**src/rtl/cache_axi_arbiter_pkg.sv**
```systemverilog
// Shared types for the cache-to-AXI-bridge arbiter.
// State encoding and port identifiers.
package cache_axi_arbiter_pkg;

    typedef enum logic [1:0] {
        S_IDLE = 2'd0,
        S_ADDR = 2'd1,
        S_WAIT = 2'd2
    } arb_state_e;

    localparam logic PORT_INST = 1'b0;
    localparam logic PORT_DATA = 1'b1;

endpackage

```
**src/rtl/cache_axi_arbiter_rr2.sv**
```systemverilog
// Two-input grant: fixed data priority or round-robin.
// Keeps the last granted port for tie-breaking.
module arb_rr2
    import cache_axi_arbiter_pkg::*;
#(
    parameter int DATA_PRIORITY = 1
) (
    input  logic       clk,
    input  logic       rst,
    input  logic [1:0] req_i,
    input  logic       update_i,
    input  logic       winner_i,
    output logic       gnt_valid_o,
    output logic       gnt_o
);

    logic last_q;
    logic last_d;

    // Next value of the last-grant record.
    always_comb begin
        last_d = last_q;
        if (update_i) begin
            last_d = winner_i;
        end
    end

    // Last-grant register, reset to the inst port so data wins the first tie.
    always_ff @(posedge clk) begin
        if (rst) begin
            last_q <= PORT_INST;
        end else begin
            last_q <= last_d;
        end
    end

    // Pick a winner; ties go to data or to the port not served last.
    always_comb begin
        gnt_valid_o = |req_i;
        gnt_o       = PORT_INST;
        if (req_i[1] && !req_i[0]) begin
            gnt_o = PORT_DATA;
        end else if (req_i[1] && req_i[0]) begin
            if (DATA_PRIORITY != 0) begin
                gnt_o = PORT_DATA;
            end else begin
                gnt_o = ~last_q;
            end
        end
    end

endmodule

```
**src/rtl/cache_axi_arbiter.sv**
```systemverilog
// Shares one sram-like memory port between i-cache and d-cache.
// One transaction in flight; responses routed to the owner.
module cache_axi_arbiter
    import cache_axi_arbiter_pkg::*;
#(
    parameter int DATA_PRIORITY = 1,
    parameter int ADDR_WIDTH    = 32
) (
    input  logic                  clk,
    input  logic                  rst,
    input  logic                  inst_req,
    input  logic                  inst_wr,
    input  logic [1:0]            inst_size,
    input  logic [ADDR_WIDTH-1:0] inst_addr,
    input  logic [31:0]           inst_wdata,
    output logic [31:0]           inst_rdata,
    output logic                  inst_addr_ok,
    output logic                  inst_data_ok,
    input  logic                  data_req,
    input  logic                  data_wr,
    input  logic [1:0]            data_size,
    input  logic [ADDR_WIDTH-1:0] data_addr,
    input  logic [31:0]           data_wdata,
    output logic [31:0]           data_rdata,
    output logic                  data_addr_ok,
    output logic                  data_data_ok,
    output logic                  mem_req,
    output logic                  mem_wr,
    output logic [1:0]            mem_size,
    output logic [ADDR_WIDTH-1:0] mem_addr,
    output logic [31:0]           mem_wdata,
    input  logic [31:0]           mem_rdata,
    input  logic                  mem_addr_ok,
    input  logic                  mem_data_ok,
    output logic                  owner,
    output logic                  busy
);

    arb_state_e state_q, state_d;
    logic       owner_q, owner_d;
    logic       gnt_valid;
    logic       gnt;
    logic       upd;
    logic       sel;
    logic       addr_ok;
    logic       data_ok;

    arb_rr2 #(
        .DATA_PRIORITY(DATA_PRIORITY)
    ) u_arb (
        .clk        (clk),
        .rst        (rst),
        .req_i      ({data_req, inst_req}),
        .update_i   (upd),
        .winner_i   (owner_d),
        .gnt_valid_o(gnt_valid),
        .gnt_o      (gnt)
    );

    // Transaction FSM: grant in IDLE, hold owner through ADDR and WAIT.
    always_comb begin
        state_d = state_q;
        owner_d = owner_q;
        upd     = 1'b0;
        sel     = owner_q;
        mem_req = 1'b0;
        addr_ok = 1'b0;
        data_ok = 1'b0;
        unique case (state_q)
            S_IDLE: begin
                if (gnt_valid) begin
                    sel     = gnt;
                    owner_d = gnt;
                    mem_req = 1'b1;
                    if (mem_addr_ok) begin
                        addr_ok = 1'b1;
                        upd     = 1'b1;
                        state_d = S_WAIT;
                    end else begin
                        state_d = S_ADDR;
                    end
                end
            end
            S_ADDR: begin
                if (owner_q ? data_req : inst_req) begin
                    mem_req = 1'b1;
                    if (mem_addr_ok) begin
                        addr_ok = 1'b1;
                        upd     = 1'b1;
                        state_d = S_WAIT;
                    end
                end else begin
                    state_d = S_IDLE;
                end
            end
            S_WAIT: begin
                if (mem_data_ok) begin
                    data_ok = 1'b1;
                    state_d = S_IDLE;
                end
            end
            default: begin
                state_d = S_IDLE;
            end
        endcase
    end

    // Forward the selected port to memory and route handshakes back.
    always_comb begin
        mem_wr       = 1'b0;
        mem_size     = '0;
        mem_addr     = '0;
        mem_wdata    = '0;
        if (mem_req) begin
            mem_wr    = sel ? data_wr    : inst_wr;
            mem_size  = sel ? data_size  : inst_size;
            mem_addr  = sel ? data_addr  : inst_addr;
            mem_wdata = sel ? data_wdata : inst_wdata;
        end
        inst_addr_ok = addr_ok && (owner_d == PORT_INST);
        data_addr_ok = addr_ok && (owner_d == PORT_DATA);
        inst_data_ok = data_ok && (owner_q == PORT_INST);
        data_data_ok = data_ok && (owner_q == PORT_DATA);
        inst_rdata   = mem_rdata;
        data_rdata   = mem_rdata;
        owner        = owner_q;
        busy         = (state_q != S_IDLE);
    end

    // State and owner registers.
    always_ff @(posedge clk) begin
        if (rst) begin
            state_q <= S_IDLE;
            owner_q <= PORT_INST;
        end else begin
            state_q <= state_d;
            owner_q <= owner_d;
        end
    end

endmodule
```
**config.mk**
```make
export PLATFORM = sky130hd
export DESIGN_NAME = cache_axi_arbiter
export DESIGN_NICKNAME = d
export VERILOG_FILES = /design/src/rtl/cache_axi_arbiter_pkg.sv /design/src/rtl/cache_axi_arbiter_rr2.sv /design/src/rtl/cache_axi_arbiter.sv
export SDC_FILE = /design/constraint.sdc
export NUM_CORES = 1
export LEC_CHECK = 0
export BUFFER_PORTS_ARGS = -buffer_cell sky130_fd_sc_hd__buf_4
export CAP_MARGIN = 0
export CORE_AREA = 5 5 118 120
export DETAILED_ROUTE_END_ITERATION = 10
export DIE_AREA = 0 0 123 125
export MAX_ROUTING_LAYER = met4
export PLACE_DENSITY = 0.74
export SLEW_MARGIN = 20
export SYNTH_ARGS = -nofsm -noshare
export SYNTH_HDL_FRONTEND = slang
export SYNTH_HIERARCHICAL = 1
export SYNTH_SLANG_ARGS = --single-unit
export TNS_END_PERCENT = 10
```
**constraint.sdc**
```tcl
create_clock -name clk -period 1.6 [get_ports clk]
set_input_delay 0.32 -clock clk [delete_from_list [all_inputs] [get_ports clk]]
set_output_delay 0.32 -clock clk [all_outputs]
set_load 0.02 [all_outputs]
```
==> impl_summary.txt, run 1 <==
----------------------------------------------------
[Run status]
  Failed at ... 5_2_route
  Outcome ... did not finish
  First error ... [ERROR DRT-0255] Maze Route cannot find path of net mem_rdata[27] in worker of routeBox ( 96600 96600 ) ( 123000 125000 ).

[Clock network]
  Cell at the root of the clock tree ... sky130_fd_sc_hd__clkbuf_16
  Sinks on the clock net ... 3
  Level count of the clock H-tree ... 1
  Total clock buffers created by CTS ... 3
  Max Buffers Root-to-Sink ... 2

[Placed design]
  Count of port buffers added during placement ... ~210
  Placed cell area ... 0.005051 mm2
  DP Cell Count ... 864
  DPL Wire Length ... 9615 um
  Placer congestion estimate ... 0.7948

[Floorplan]
  Number of standard-cell rows in the floorplan ... 42
  Num ports ... 310
  Initial Utilization ... 26.63%
  Die span in y ... roughly 130 um
  Horizontal die dimension ... roughly 120 um

[Synthesis]
  Synth Net Count ... 724
  Gate Count Post-Synth ... 552
  Average cell area after synthesis ... 6.211 um2
  Synth warnings ... 6
  Netlist area before placement ... 0.003428 mm2

[Global routing]
  Maximum number of pins on one net before global-route repair ... 66
  Global-route wire length before repair ... 18150 um
  Antenna violations before repair ... 1
  Total track usage ... 14.08%
  Via count of the first global-routing pass ... 3904
  Remaining global-route overflow ... 0

[STA]
  Worst endpoint after global-route timing repair ... mem_wdata[18]
  Worst endpoint type ... top-level output

----------------------------------------------------
what timing repair did:
item	4_1_cts	5_1_grt
gates cloned	0	7
gates resized for setup	15	25
pin swaps	1	12
hold endpoints to repair	0	0
hold buffers	0	0
setup buffers	1	4
setup endpoints to repair	72	72
routing by layer:
metal / global-route usage [%]
met1: 16.67
met2: 24.06
met3: 3.207
met4: 3.388
met5: -
metrics by stage:
step | setup WS (ps) | setup TNS [ps]
3_3_place_gp | -399.9 | -24510
5_1_grt | -529.5 | -33780
3_5_place_dp | -441.3 | -25550
2_1_floorplan | -287.7 | -15010
4_1_cts | -421.8 | -25820
==> run 2, diff against run 1 <==
- CORE_AREA: 5 5 118 120 -> 5 5 117 119
- DIE_AREA: 0 0 123 125 -> 0 0 122 124
- MAX_ROUTING_LAYER: met4 -> not set
- PLACE_DENSITY: 0.74 -> not set
- PLACE_DENSITY_LB_ADDON: not set -> 0.15
- clock period: 1.6 -> 2.08 ns (I/O delays scaled with it)
==> impl_summary.txt, run 2 <==
----------------------------------------------------
[Placed design]
  DPL Wire Length ... 9387 um
  Placed cell area ... 0.004812 mm2
  Placer congestion estimate ... 0.7725
  Count of port buffers added during placement ... 213

[Worst setup path]
  Endpoint of the lowest-slack register-to-register path ... owner
  Crit-path max FO ... 26
  Start of the worst register-to-register path ... state_q[0]
  Cell count of the worst reg-to-reg path ... 5
  Req. time, crit path ... about 1700 ps
  End point of the critical path ... mem_wdata[27]
  Critical path startpoint ... inst_req
  Worst setup path category ... primary input to primary output
  Startpoint types ... primary input
  R2r setup slk ... 660 ps
  Data arrival at the endpoint of the critical path ... 1760 ps
  Worst setup EP type ... primary output

[STA]
  Clock Skew ... 2.381 ps
  Min cycle time layout ... 2172 ps
  Upper clock frequency limit ... 460.5 MHz
  Worst setup margin ... -91.78 ps
  Unrepaired setup endpoints after global routing ... true
  Slew HR ... 65.58%
  Final setup violation count ... 68
  Setup TNS Final ... -3573 ps
  Slew at the pin closest to its max-slew limit ... 516.3 ps
  Fin. Hold Viols ... 0
  Max Transition Viols Final ... 0
  Fraction of the cycle the final worst path needs ... 104.4%

[Floorplan]
  Initial Utilization ... 27.50%
  Die span in y ... 124 um
  Die area ... 0.01513 mm2
  Number of standard-cell rows in the floorplan ... 41
  Num ports ... 310
  Horizontal die dimension ... 122 um
  Core outline area ... 0.01247 mm2

[Clock network]
  Total of hold buffers inserted after clock tree synthesis ... 0
  TritonCTS clock tree ... yes
  Cell at the root of the clock tree ... sky130_fd_sc_hd__clkbuf_16
  CTS clk-pin slew, worst paths ... 30 ps
  Source-to-sink clock delay at the later pin of the worst-skew pair ... 220 ps
  Total clock buffers created by CTS ... 3
  Level count of the clock H-tree ... 1
  Sinks on the clock net ... 3
  Max Buffers Root-to-Sink ... 2

[Global routing]
  Global-route wire length before repair ... 19050 um
  Maximum number of pins on one net before global-route repair ... 130
  Met1 Usage GRT ... between 10% and 20%
  Most crowded layer after global routing ... met2
  Global Route met3 Usage ... 3.224%
  Via count of the first global-routing pass ... 4085
  Total track usage ... around 15%
  GR Layer Usage met2 ... between 20 and 30%
  Remaining global-route overflow ... 0
  Antenna violations before repair ... 0

[Final layout]
  Register with the highest flop count ... state_q
  Synthesis-to-layout area growth ... 47.92%
  Layout cell share with drive strength beyond 1 ... between 30% and 40%
  Post-Layout Inst Area ... about 0.0051 mm2
  Number of flip-flops under the largest register name ... 2
  Net count reported at finish ... 850
  Leading cell types in the layout, fill and taps excluded ... sky130_fd_sc_hd__buf_4, sky130_fd_sc_hd__nand2_1
  Final core utilization ... 40.68%
  Leading cell type in the layout, fill and taps excluded ... sky130_fd_sc_hd__buf_4
  Antenna diode count ... 0

[Run status]
  Violations in the final reports ... negative setup slack
  Outcome ... finished with violations

[Pwr]
  Cell Pwr Density ... 513.6 mW/mm2
  Total power ... 2.605 mW
  IR drop worst, VDD ... 0.0003618 V
  Power Internal ... between 1 and 1.5 mW
  Switch Pwr ... 1.216 mW
  Share of power burned in combinational logic ... 85.3%
  Leak ... 2.232 nW
  Clock share of power ... 11.8%
  Sequential Power Share ... under 10%
  Switching part of the total power ... 46.70%

[Worst hold path]
  Startpoint of the most critical hold path ... rst
  Type of the most critical hold path ... primary input to register

[Drt]
  Vias ... 4321
  Final wirelength ... 12350 um
  Mean number of vias per cell ... 5.090
  Number of search-and-repair iterations in the first detailed-routing pass ... 5
  Antenna-violating nets left ... 0
  Routed wire length per instance ... between 10 and 15 um
  Iter 0 DRT Violations ... between 200 and 250
  Number of design rule violations left after detail routing ... 0

[Synthesis]
  Netlist area before placement ... 0.003428 mm2
  Average cell area after synthesis ... roughly 6.2 um2
  Synth Net Count ... 724
  Gate Count Post-Synth ... around 550
  Synth warnings ... 6

[Flow run]
  Number of maximum-capacitance violations ... 0

----------------------------------------------------
## run 2: per-layer routing
layer | share of wire, % | routed length, um
met1 | 39 | 4818
met2 | 51 | 6258
met3 | 8.5 | 1049
met4 | 1.8 | 225
met5 | 0 | 0
## run 2: layout make-up
cell class | instances | area (um2)
inverters | 4 | 15.01
fillers | 1349 | 7395
repair buffers | 245 | 2027
multi-input cells | 421 | 2671
flip-flops and latches | 3 | 63.81
well taps | 172 | 215.2
clock buffers | 4 | 78.83
## run 2: worst max-delay path, cell delays in order
cell                      delay (ps)
sky130_fd_sc_hd__buf_6            90
sky130_fd_sc_hd__or2_4           240
sky130_fd_sc_hd__nor3b_4         170
sky130_fd_sc_hd__buf_12          150
sky130_fd_sc_hd__buf_12          160
sky130_fd_sc_hd__a21o_1          160
sky130_fd_sc_hd__a31oi_1         180
sky130_fd_sc_hd__buf_4           180
## run 2: repair_timing
item,in CTS,in global routing
setup endpoints to repair,70,70
cloned,1,0
pin swaps,14,46
setup buffers,2,2
gates resized for setup,17,9
## run 2: worst min path at each step
stage	to	slack [ps]	depth (start not counted)
after floorplan	owner	490	1
after global placement	owner	600	2
after detailed placement	owner	600	2
after CTS	owner	370	2
after global routing	owner	390	2
final	owner	370	2
## run 2: power groups by stage
stage / Combinational, mW / Sequential (mW) / Clock (mW)
global route: 2.40 / 0.0786 / 0.316
detailed placement: 2.14 / 0.0784 / 0
CTS: 2.21 / 0.0778 / 0.311
finish: 2.22 / 0.0775 / 0.306
floorplan: 1.40 / 0.0746 / 0
global placement: 2.10 / 0.0782 / 0
## run 2: metrics by stage
step                      setup WS (ps)  cells  hold WS, ps
after floorplan                  0.3066    552        488.4
after global placement           -177.9    840        598.2
after detailed placement         -201.0    840        604.6
after CTS                        -111.0    847        370.7
after global routing             -184.8    849        393.0
final                            -91.78    849        371.9
(Power assumes the default switching activity.)
==> run 3, diff against run 2 <==
- ABC_CLOCK_PERIOD_IN_PS: not set -> 2080
- CORE_AREA: 5 5 117 119 -> 2 2 120 122
- REMOVE_ABC_BUFFERS: not set -> 1
==> impl_summary.txt, run 3 (same netlist as run 2, synthesis figures left out) <==
----------------------------------------------------
[Run status]
  Outcome ... finished with violations
  Violations in the final reports ... negative setup slack

[Worst setup path]
  Slowest-stage cell, CP ... sky130_fd_sc_hd__or2_1
  Worst setup EP type ... primary output
  Worst setup path category ... primary input to primary output
  Most frequent CP cell ... sky130_fd_sc_hd__buf_12
  Crit-path max FO ... 30
  Data arrival at the endpoint of the critical path ... 1760 ps
  Crit-path cells ... buf_8 -> or2_1 -> nor3b_4 -> buf_12 -> buf_12 -> a21o_1 -> a31oi_1 -> buf_4
  Cell count of the worst reg-to-reg path ... 5
  Req. time, crit path ... 1660 ps
  R2r setup slk ... 670 ps
  Worst stage delay on the critical path ... 240 ps
  Startpoint types ... primary input

[Final layout]
  Layout cell share with drive strength beyond 1 ... 38.53%
  Sequential cell area in the final layout ... 65.06 um2
  Leading cell types in the layout, fill and taps excluded ... sky130_fd_sc_hd__buf_4, sky130_fd_sc_hd__nand2_1
  Number of flip-flops under the largest register name ... 2
  Non-filler cells, final ... 860
  Antenna diode count ... 0
  Net count reported at finish ... ~850
  Leading cell type in the layout, fill and taps excluded ... sky130_fd_sc_hd__buf_4
  Register with the highest flop count ... state_q
  Filler cell count in the final layout ... 1469
  Final core utilization ... 36.67%
  Area occupied by multi-input gates ... ~0.0026 mm2
  Synthesis-to-layout area growth ... 46.75%

[STA]
  Unrepaired setup endpoints after global routing ... true
  Slew HR ... 63.63%
  Fin. Hold Viols ... 0
  Min cycle time layout ... 2178 ps
  Clock Skew ... 0.3811 ps
  Upper clock frequency limit ... 459.2 MHz
  Max Transition Viols Final ... 0
  Fraction of the cycle the final worst path needs ... 104.7%
  Slew at the pin closest to its max-slew limit ... 545.6 ps
  Worst setup margin ... -97.65 ps
  Final setup violation count ... just under 70

[Drt]
  Number of design rule violations left after detail routing ... 0
  Iter 0 DRT Violations ... roughly 200
  Number of search-and-repair iterations in the first detailed-routing pass ... 6
  Routed wire length per instance ... around 17 um
  Mean number of vias per cell ... slightly above 5
  Final wirelength ... 14360 um
  Vias ... 4404
  Antenna-violating nets left ... 0

[Worst hold path]
  Hold Path Cell Cnt ... 2
  Type of the most critical hold path ... primary input to register

[Placed design]
  DPL Wire Length ... roughly 11000 um
  Placer congestion estimate ... slightly above 0.7
  Count of port buffers added during placement ... between 200 and 250
  DP Cell Count ... 852

[Floorplan]
  Num ports ... 310
  Die area ... 0.01513 mm2
  Horizontal die dimension ... 122 um
  Die span in y ... 124 um
  Core outline area ... 0.01372 mm2
  Initial Utilization ... 24.99%
  Number of standard-cell rows in the floorplan ... 43

[Clock network]
  Sinks on the clock net ... 3
  Total of hold buffers inserted after clock tree synthesis ... 0
  Max Buffers Root-to-Sink ... 2
  CTS clk-pin slew, worst paths ... around 30 ps
  Level count of the clock H-tree ... 1
  TritonCTS clock tree ... yes
  Total clock buffers created by CTS ... 3
  Cell at the root of the clock tree ... sky130_fd_sc_hd__clkbuf_16
  Source-to-sink clock delay at the later pin of the worst-skew pair ... roughly 220 ps

[Flow run]
  Number of maximum-capacitance violations ... 0

[Global routing]
  Global-route wire length before repair ... 20640 um
  Remaining global-route overflow ... 0
  Antenna violations before repair ... 0
  Via count of the first global-routing pass ... 3931
  Maximum number of pins on one net before global-route repair ... between 80 and 90
  Total track usage ... 17.16%

[Pwr]
  Leak ... 2.239 nW
  Cell Pwr Density ... 512.2 mW/mm2
  IR drop worst, VDD ... 0.0003531 V

----------------------------------------------------
-- run 3: changes by cell type in the layout (fill, tap and decap cells not counted), sizes merged --
cell  before  now
buf      245  248
-- run 3: worst max-delay path: cells and delay by family --
family,cells,cell delay (ps)
and+or+nand+nor,2,420
buffers and inverters,4,590
AOI/OAI and AO/OA,2,340
-- run 3: area by class of cell --
cell class,instances,area share [%]
Clock buffer,4,1.567
Inverter,4,0.2984
Multi-Input combinational cell,421,51.83
Sequential cell,3,1.293
Tap cell,180,4.476
Timing Repair Buffer,248,40.54
-- run 3: routing by layer --
metal  global-route usage (%)  routed length (um)  vias up
met5                    8.333                 145        -
met3                    13.28                2517        8
li1                         -                   -     2141
met4                    1.437                  44        4
met1                    20.37                5967     2021
met2                    24.58                5680      230
-- run 3: path summary, 6_finish.rpt --
check	startpoint	to
setup / recovery	data_req	mem_wdata[20]
hold reg to reg	state_q[0]	state_q[1]
hold / removal	rst	owner
setup reg to reg	state_q[1]	owner
-- run 3: per-stage QoR --
stage	TNS [ps]	worst slack (ps)	area, um2	power [mW]	hold WS, ps
after floorplan	-389260	-5775	2640	1.239	488.4
after global placement	-3949	-150.7	4877	2.209	602.2
after detailed placement	-5442	-147.6	4877	2.244	602.7
after CTS	-3285	-105.3	5010	2.592	370.1
after global routing	-9234	-186.0	5031	2.776	375.9
final	-2825	-97.65	5031	2.577	368.4
-- run 3: what timing repair did --
action | in CTS | in global routing
pin swaps | 5 | 11
setup buffers | 4 | 0
resized for setup | 6 | 5
setup endpoints to repair | 70 | 70
-- run 3: report_power, final --
part	switching, mW	total, mW	internal, mW
sequential	0.00870	0.0736	0.0649
combinational	1.13	2.20	1.06
clock	0.0549	0.308	0.253
==> run 4, diff against run 3 <==
- ABC_AREA: not set -> 1
==> impl_summary.txt, run 4 <==
----------------------------------------------------
[STA]
  Slew HR ... 78.53%
  Upper clock frequency limit ... 485.1 MHz
  Clock Skew ... between 1.5 and 2 ps
  Setup TNS Final ... 0 ps
  Min cycle time layout ... 2062 ps
  Unrepaired setup endpoints after global routing ... true
  Final worst hold slack ... around 380 ps
  Fin. Hold Viols ... 0
  Fraction of the cycle the final worst path needs ... 99.12%
  Worst setup margin ... 18.38 ps
  Slew at the pin closest to its max-slew limit ... 322.1 ps
  Final setup violation count ... 0
  Max Transition Viols Final ... 0

[Final layout]
  Net count reported at finish ... 723
  Post-Layout Inst Area ... 0.003896 mm2
  Leading cell type in the layout, fill and taps excluded ... sky130_fd_sc_hd__buf_4
  Number of flip-flops under the largest register name ... 2
  Filler cell count in the final layout ... 1533
  Non-filler cells, final ... 730
  Leading cell types in the layout, fill and taps excluded ... sky130_fd_sc_hd__buf_4, sky130_fd_sc_hd__nor2_1, sky130_fd_sc_hd__nand2_1
  Layout cell share with drive strength beyond 1 ... 46.00%
  Antenna diode count ... 0
  Synthesis-to-layout area growth ... 82.32%
  Register with the highest flop count ... state_q

[Drt]
  Routed wire length per instance ... around 18 um
  Number of search-and-repair iterations in the first detailed-routing pass ... 4
  Final wirelength ... 13020 um
  Iter 0 DRT Violations ... 147
  Mean number of vias per cell ... about 4.1
  Antenna-violating nets left ... 0
  Number of design rule violations left after detail routing ... 0
  Vias ... 3018

[Clock network]
  Source-to-sink clock delay at the later pin of the worst-skew pair ... 220 ps
  CTS clk-pin slew, worst paths ... roughly 30 ps
  Sinks on the clock net ... 3
  TritonCTS clock tree ... yes
  Total clock buffers created by CTS ... 3
  Max Buffers Root-to-Sink ... 2
  Cell at the root of the clock tree ... sky130_fd_sc_hd__clkbuf_16
  Level count of the clock H-tree ... 1
  Total of hold buffers inserted after clock tree synthesis ... 0

[Synthesis]
  Gate Count Post-Synth ... 405
  Netlist area before placement ... 0.002137 mm2
  Synth warnings ... 6
  Average cell area after synthesis ... 5.277 um2

[Pwr]
  Cell Pwr Density ... 590.5 mW/mm2
  Leak ... 2.126 nW
  IR drop worst, VDD ... 0.0003620 V

[Placed design]
  Count of port buffers added during placement ... ~210
  DPL Wire Length ... ~9000 um
  DP Cell Count ... 712
  Placed cell area ... 0.003445 mm2
  Placer congestion estimate ... 0.7253
  DP Worst Slack ... -11.05 ps

[Global routing]
  Via count of the first global-routing pass ... 2656
  Remaining global-route overflow ... 0
  Global-route wire length before repair ... 15230 um
  Total track usage ... 13.21%
  Maximum number of pins on one net before global-route repair ... 68
  Antenna violations before repair ... 0

[Worst setup path]
  Startpoint types ... register
  Critical path startpoint ... state_q[1]
  Endpoint of the lowest-slack register-to-register path ... owner
  End point of the critical path ... mem_wdata[8]
  Worst setup path category ... register to primary output
  Data arrival at the endpoint of the critical path ... ~1700 ps
  Worst setup EP type ... primary output
  Req. time, crit path ... between 1500 and 2000 ps
  Crit-path max FO ... 18
  Cell count of the worst reg-to-reg path ... 6
  R2r setup slk ... ~980 ps
  Start of the worst register-to-register path ... state_q[1]

[Floorplan]
  Core outline area ... roughly 0.014 mm2
  Die span in y ... about 120 um
  Horizontal die dimension ... 122 um
  Number of standard-cell rows in the floorplan ... 43
  Die area ... 0.01513 mm2
  Num ports ... 310
  Initial Utilization ... 15.58%

[Flow run]
  Number of maximum-capacitance violations ... 0

[Run status]
  Outcome ... finished clean

[Worst hold path]
  Type of the most critical hold path ... primary input to register

----------------------------------------------------
[run 4: area by class of cell]
cell class | instances | area [um2] | share of cell area (%)
Timing Repair Buffer | 234 | 2021 | 51.86
Multi-Input combinational cell | 296 | 1446 | 37.12
Tap cell | 180 | 225.2 | 5.780
Sequential cell | 3 | 63.81 | 1.638
Inverter | 13 | 61.31 | 1.574
Clock buffer | 4 | 78.83 | 2.023
[run 4: report_power, final]
| part | internal (mW) | total, mW | switching (mW) |
|---|---|---|---|
| Sequential | 0.0648 | 0.0737 | 0.00894 |
| Combinational | 0.904 | 1.93 | 1.02 |
| Clock | 0.252 | 0.300 | 0.0473 |
[run 4: worst min path at each step]
stage	from	to	slack, ps	cells past startpoint
finish	rst	state_q[1]	380	2
global route	rst	state_q[1]	380	2
CTS	rst	state_q[1]	380	2
detailed placement	state_q[1]	state_q[1]	590	2
global placement	state_q[1]	state_q[1]	590	2
floorplan	rst	state_q[1]	490	1
[run 4: worst max-delay path, cell delays in order (launching register included)]
cell	delay, ps
sky130_fd_sc_hd__dfxtp_2	340
sky130_fd_sc_hd__nor2_4	200
sky130_fd_sc_hd__nand2_4	90
sky130_fd_sc_hd__nand2_4	110
sky130_fd_sc_hd__nand2_4	80
sky130_fd_sc_hd__clkinv_8	100
sky130_fd_sc_hd__clkbuf_16	190
sky130_fd_sc_hd__nor2_1	50
sky130_fd_sc_hd__nor2_1	100
sky130_fd_sc_hd__buf_4	150
[run 4: metrics by stage]
stage | utilization (%) | total power, mW
3_3_place_gp | 25.11 | 1.747
3_5_place_dp | 25.11 | 1.746
4_1_cts | 25.75 | 2.061
5_1_grt | 28.40 | 2.473
6_report | 28.40 | 2.301
2_1_floorplan | - | 0.9289
[run 4: metal layers]
layer	GRT usage (%)	wire (um)	vias to the layer above
met5	4.514	26	-
met4	0.6466	11	2
met3	10.21	1918	4
met2	19.94	5915	201
met1	15.19	5149	1332
li1	-	-	1479
[run 4: what timing repair did]
| item | in CTS | in global routing |
|---|---|---|
| endpoints found under the setup margin | 7 | 67 |
| buffers inserted | 0 | 3 |
| pin swaps | 2 | 24 |
| resized for setup | 2 | 23 |
| cloned | 0 | 11 |
